--- config.mk ---
export PLATFORM = sky130hd
export DESIGN_NAME = mux16_scan_ctrl
export DESIGN_NICKNAME = d
export VERILOG_FILES = /design/src/rtl/mux16_scan_ctrl_pkg.sv /design/src/rtl/mux16_scan_ctrl_index_ctr.sv /design/src/rtl/mux16_scan_ctrl.sv
export SDC_FILE = /design/constraint.sdc
export NUM_CORES = 1
export LEC_CHECK = 0
export CAP_MARGIN = 10
export CORE_MARGIN = 2
export CORE_UTILIZATION = 45
export CTS_CLUSTER_DIAMETER = 50
export DETAILED_ROUTE_END_ITERATION = 10
export PLACE_DENSITY_LB_ADDON = 0.3
export SYNTH_ARGS = -nofsm -noshare
export SYNTH_HDL_FRONTEND = slang
export SYNTH_HIERARCHICAL = 1
export SYNTH_SLANG_ARGS = --single-unit
--- constraint.sdc ---
create_clock -name clk -period 1.7 [get_ports clk]
set_clock_uncertainty 0.2 [all_clocks]
set_input_delay 0.34 -clock clk [delete_from_list [all_inputs] [get_ports clk]]
set_output_delay 0.34 -clock clk [all_outputs]
set_load 0.005 [all_outputs]
--- src/rtl/mux16_scan_ctrl_pkg.sv ---
// mux16_scan_ctrl_pkg: shared FSM state encoding and scan index constants for the 16-input mux scanner
package mux16_scan_ctrl_pkg;
  typedef enum logic [1:0] {IDLE, SETTLE, PRESENT, DONE} state_t;
  localparam int IDX_W = 4;
  localparam logic [IDX_W-1:0] IDX_FIRST_ASC = 4'd0;
  localparam logic [IDX_W-1:0] IDX_FIRST_DESC = 4'd15;
endpackage

--- src/rtl/mux16_scan_ctrl_index_ctr.sv ---
// scan_index_ctr: 4-bit scan index counter with load, single-step enable and end-of-scan flag
// Ports: clk, reset_l (sync, active low), load/load_val (set index), step (advance one
// position in the scan direction), idx (current index), at_end (idx is the final index).
module scan_index_ctr
  import mux16_scan_ctrl_pkg::*;
#(
  parameter bit DOWN = 1'b0
) (
  input  logic             clk,
  input  logic             reset_l,
  input  logic             load,
  input  logic [IDX_W-1:0] load_val,
  input  logic             step,
  output logic [IDX_W-1:0] idx,
  output logic             at_end
);
  always_ff @(posedge clk) begin
    if (!reset_l) idx <= '0;
    else if (load) idx <= load_val;
    else if (step) idx <= DOWN ? idx - 1'b1 : idx + 1'b1;
  end
  assign at_end = idx == (DOWN ? IDX_FIRST_ASC : IDX_FIRST_DESC);
endmodule

--- src/rtl/mux16_scan_ctrl.sv ---
// mux16_scan_ctrl: walks the selects of a 16:1 two-level mux and streams each sampled bit out with valid/ready
// Ports: clk, reset_l (sync, active low); start/abort control; sel1/sel2 mux selects
// (idx[1:0]/idx[3:2]); mux_y mux output; ser_bit/ser_valid/ser_ready/ser_last serial
// stream; busy (not IDLE), done (one-cycle end pulse), parity (XOR of transferred bits).
module mux16_scan_ctrl
  import mux16_scan_ctrl_pkg::*;
#(
  parameter bit DESCEND    = 1'b0,
  parameter int SETTLE_CYC = 1
) (
  input  logic       clk,
  input  logic       reset_l,
  input  logic       start,
  input  logic       abort,
  output logic [1:0] sel1,
  output logic [1:0] sel2,
  input  logic       mux_y,
  output logic       ser_bit,
  output logic       ser_valid,
  input  logic       ser_ready,
  output logic       ser_last,
  output logic       busy,
  output logic       done,
  output logic       parity
);
  localparam logic [IDX_W-1:0] IDX_FIRST = DESCEND ? IDX_FIRST_DESC : IDX_FIRST_ASC;
  // The first bit waits SETTLE_CYC+1 cycles; later bits reload one lower so each costs
  // SETTLE_CYC+1 cycles including the PRESENT cycle, still giving mux_y SETTLE_CYC full cycles.
  localparam logic [1:0] CNT_INIT   = 2'(SETTLE_CYC);
  localparam logic [1:0] CNT_RELOAD = 2'(SETTLE_CYC - 1);
  state_t           state;
  logic [1:0]       cnt;
  logic [IDX_W-1:0] idx;
  logic             at_end;
  logic             load;
  logic             step;
  assign load = state == IDLE && start;
  assign step = state == PRESENT && ser_ready && !abort && !ser_last;
  scan_index_ctr #(.DOWN(DESCEND)) u_idx (
    .clk      (clk),
    .reset_l  (reset_l),
    .load     (load),
    .load_val (IDX_FIRST),
    .step     (step),
    .idx      (idx),
    .at_end   (at_end)
  );
  assign sel1 = idx[1:0];
  assign sel2 = idx[3:2];
  assign busy = state != IDLE;
  always_ff @(posedge clk) begin
    if (!reset_l) begin
      state     <= IDLE;
      cnt       <= '0;
      ser_bit   <= 1'b0;
      ser_valid <= 1'b0;
      ser_last  <= 1'b0;
      done      <= 1'b0;
      parity    <= 1'b0;
    end else begin
      done <= 1'b0;
      case (state)
        IDLE: if (start) begin
          parity <= 1'b0;
          cnt    <= CNT_INIT;
          state  <= SETTLE;
        end
        SETTLE: if (abort) begin
          state <= DONE;
          done  <= 1'b1;
        end else if (cnt == 2'd0) begin
          ser_bit   <= mux_y;
          ser_valid <= 1'b1;
          ser_last  <= at_end;
          state     <= PRESENT;
        end else cnt <= cnt - 2'd1;
        PRESENT: if (abort) begin
          ser_valid <= 1'b0;
          ser_last  <= 1'b0;
          state     <= DONE;
          done      <= 1'b1;
        end else if (ser_ready) begin
          parity    <= parity ^ ser_bit;
          ser_valid <= 1'b0;
          ser_last  <= 1'b0;
          state     <= ser_last ? DONE : SETTLE;
          done      <= ser_last;
          cnt       <= CNT_RELOAD;
        end
        DONE: state <= IDLE;
      endcase
    end
  end
endmodule

==> PnR_summary.wiki <==
{| class="wikitable"
! Metric !! Value
|-
| Period utilization || 98.4%
|-
| Net load switching power || 0.690 mW
|-
| Drt pass-1 iters || 4
|-
| Clock latency on the worst-skew pair || 290 ps
|-
| Kind of start point of the critical path || register
|-
| Post-synthesis instance area || between 800 and 900 µm²
|-
| Worst Setup Path Type || reg -> reg
|-
| Peak supply drop || 852 µV
|-
| Number of synthesis warnings || 6
|-
| Via/cell ratio || 5.20
|-
| Number of buffers added by the clock tree synthesis step || 3
|-
| Cell repeated most along the worst path || sky130_fd_sc_hd__buf_4
|-
| Filler Cell Count || 133
|-
| Total congestion overflow || 0
|-
| Max Clock Freq || 598 MHz
|-
| Number of nets still failing antenna checks after routing || 0
|-
| Critical Path Max Stage Delay || 360 ps
|-
| Worst min-delay path category || in -> reg
|-
| Flop pwr share || roughly a quarter
|-
| Post-synthesis sequential area ratio || 30.7%
|-
| Die Span X || 47.4 µm
|-
| PortBufs || 15
|-
| Number of buffers on the longest clock path || 2
|-
| Leading post-synthesis cells by cell area || sky130_fd_sc_hd__dfxtp_1 (31%), sky130_fd_sc_hd__ha_1 (12%), sky130_fd_sc_hd__nand2_1 (6.2%)
|-
| Initial antenna violation count || 0
|-
| Period minus WS final || between 1500 and 2000 ps
|-
| Mean instance size in the synthesized netlist || 8.32 µm²
|-
| R2r startpoint || state[1]
|-
| Fraction of final layout cells with drive strength greater than 1 || 34.7%
|-
| Number of H-tree branching levels || 1
|-
| Detail-routed net length per standard cell || 13.2 µm
|-
| Fraction of power consumed by the clock network || 12.0%
|-
| Total power after layout || roughly 1.8 mW
|-
| First-pass GRT wire length || 3320 µm
|-
| Startpoint of the worst hold path || abort
|-
| Vias in the first global route || 809
|-
| Maximum number of pins on one net before global-route repair || 10
|-
| Combinational fraction of design power || 63.1%
|-
| CTS tree || built
|-
| Root Driver || sky130_fd_sc_hd__clkbuf_4
|-
| Combined area of the multi-input logic cells || 609 µm²
|-
| Slowest cell on crit path || sky130_fd_sc_hd__dfxtp_2
|-
| Sort of element at the end of the critical path || register
|-
| Synthesized netlist cell count || 102
|-
| Worst setup path startpoint || state[1]
|-
| Top Family by Delay on Critical Path || flip-flops
|-
| Yosys cell types || 32
|-
| Cell area after placement || approximately 0.0012 mm²
|-
| Reg area || roughly 270 µm²
|-
| Area of all placed cells without fillers || about 0.0013 mm²
|-
| Vias after detailed routing || 878
|-
| Buf+Inv Stages, Crit Path || 2
|-
| Status || finished clean
|-
| Max-cap violations || 0
|-
| HPWL after detailed placement || 1510 µm
|-
| Register-to-register setup slack || 30 ps
|-
| Power density of the placed cells || 1350 mW/mm²
|-
| Sw Ratio || 39.4%
|-
| Final setup violating endpoints || 0
|-
| Relative area change from synthesis to final layout || 52.9%
|-
| Total Routed Length || ~2200 µm
|-
| Initial Utilization || 48.6%
|-
| Max Slew Vio Count || 0
|-
| Number of DRC violations after detailed routing || 0
|-
| Number of DRC markers in iteration 0 || 18
|-
| Number of sinks driven by the clock tree || 13
|-
| Core area || 0.00175 mm²
|-
| Most area-hungry cell type in the Yosys netlist || sky130_fd_sc_hd__dfxtp_1
|-
| Final Hold Vio Count || 0
|-
| Area share of the largest cell type after synthesis || 30.7%
|-
| Post-route insts no fill || about 170
|-
| Number of nets at the end of the flow || 159
|-
| DP Cell Count || 160
|-
| Utilization after layout || 74.3%
|-
| Total Die Area || 0.00225 mm²
|-
| Clock-pin transition on the worst setup and hold timing paths || 90 ps
|-
| Row count || 15
|-
| GRT Total Usage || 21.2%
|-
| Critical path data arrival time || 1660 ps
|-
| Cells traversed along the worst timing path || buf_4, ha_4, nand2_2, nor3_2, buf_4, mux2i_1, o21ai_1, and2_1
|-
| Crit path max fanout || 6
|-
| Number of top-level pins || 16
|-
| Worst Hold Margin || 241 ps
|-
| Diode count || 0
|-
| Pint || 1.06 mW
|-
| Seq cells post-synth || 13
|-
| Leakage power || between 0.6 and 0.7 nW
|-
| Unrepaired setup endpoints after global routing || true
|-
| Die H || 47.4 µm
|-
| Data required time at the worst endpoint || 1690 ps
|-
| Final weighted congestion in routability-driven placement || 0.870
|}
## layer usage
| metal | up-vias | wire length (µm) | track usage, % |
|---|---|---|---|
| met5 | - | 0 | 0 |
| met4 | 0 | 84 | 13.9 |
| met3 | 9 | 81 | 3.40 |
| met2 | 23 | 1030 | 35.4 |
| met1 | 406 | 1040 | 25.1 |
| li1 | 440 | - | - |
## stage by stage
step	TNS, ps	setup WS (ps)
floorplan	0	0.632
global placement	-1540	-216
detailed placement	-1790	-254
CTS	-7.25	-7.21
global route	-112	-99.6
finish	0	26.4
## area by class of cell
cell class / instances / area share, %
multi-input cells: 82 / 47.0
clock buffers: 4 / 2.03
inverters: 8 / 2.51
flip-flops and latches: 13 / 21.0
repair buffers: 37 / 25.1
well taps: 25 / 2.41
## flip-flops by register name (all words and copies together) (netlist names)
register,cells
ser_bit,1
parity,1
done,1
ser_valid,1
state,2
cnt,2
ser_last,1
u_idx/idx,4
## cells by family (layout without fill, tap and decap cells)
logic type / Yosys count / in the layout / share of synthesized area [%]
and+or+nand+nor: 35 / 35 / 21.4
AOI/OAI and AO/OA: 28 / 28 / 22.0
DFF: 13 / 13 / 30.7
buffers and inverters: 10 / 49 / 5.75
adders and majority gates: 8 / 8 / 11.8
muxes: 4 / 4 / 4.87
xor gates and xnor gates: 3 / 3 / 3.10
other: 1 / 4 / 0.442
## power groups by stage
stage          sequential [mW]  clock, mW  combinational [mW]
4_1_cts                  0.435      0.205                1.06
5_1_grt                  0.440      0.222                1.21
2_1_floorplan            0.440          0               0.534
6_report                 0.437      0.210                1.11
3_3_place_gp             0.429          0               0.939
3_5_place_dp             0.432          0               0.958
## worst min-delay path: cells and delay by family
kind | cells | cell delay [ps]
compound gates | 1 | 80
simple gates | 1 | 100
buf+inv | 1 | 180
## synthesized netlist by cell type
cell type and count:
sky130_fd_sc_hd__buf_4 1, sky130_fd_sc_hd__nand2b_4 1, sky130_fd_sc_hd__inv_2 1, sky130_fd_sc_hd__mux2i_1 3, sky130_fd_sc_hd__nand2_1 14, sky130_fd_sc_hd__xor2_1 2
sky130_fd_sc_hd__ha_1 8, sky130_fd_sc_hd__dfxtp_1 13, sky130_fd_sc_hd__inv_1 7, sky130_fd_sc_hd__o21ai_0 7, sky130_fd_sc_hd__conb_1 1, sky130_fd_sc_hd__nor2_1 2
sky130_fd_sc_hd__xnor2_1 1, sky130_fd_sc_hd__and3_1 1, sky130_fd_sc_hd__mux2_1 1, sky130_fd_sc_hd__nand4b_1 1, sky130_fd_sc_hd__a31oi_1 1, sky130_fd_sc_hd__buf_6 1
sky130_fd_sc_hd__a21oi_2 1, sky130_fd_sc_hd__o211ai_1 3, sky130_fd_sc_hd__o311a_4 1, sky130_fd_sc_hd__a21boi_1 2, sky130_fd_sc_hd__nor3_1 3, sky130_fd_sc_hd__nand2b_1 3
sky130_fd_sc_hd__a21oi_1 4, sky130_fd_sc_hd__o211a_1 1, sky130_fd_sc_hd__o21ai_1 6, sky130_fd_sc_hd__a41o_1 1, sky130_fd_sc_hd__nand4_1 4, sky130_fd_sc_hd__nand3_1 3
sky130_fd_sc_hd__and2_1 3, sky130_fd_sc_hd__o21a_1 1
## worst paths after layout
| path | end | cells past startpoint |
|---|---|---|
| worst min register to register | ser_valid | 2 |
| worst max register to register | u_idx/idx[1] | 8 |
| worst max-delay path | u_idx/idx[1] | 8 |
| worst min-delay path | done | 3 |
## layout by cell type (no fill, tap or decap), drive strengths merged, types with 4 or more instances in the layout
master	count
a21oi	5
buf	22
clkbuf	5
clkdlybuf4s50	8
conb	4
dfxtp	13
dlymetal6s2s	6
ha	8
inv	8
nand2	14
nand2b	4
nand4	4
o21ai	13
## repair_timing
action / 4_1_cts / 5_1_grt
endpoints found under the setup margin: 11 / 17
pin swaps: 0 / 3
hold buffers: 0 / 0
resized for setup: 16 / 17
setup buffers: 2 / 3
Note: power is estimated with default switching activity, not from simulation.
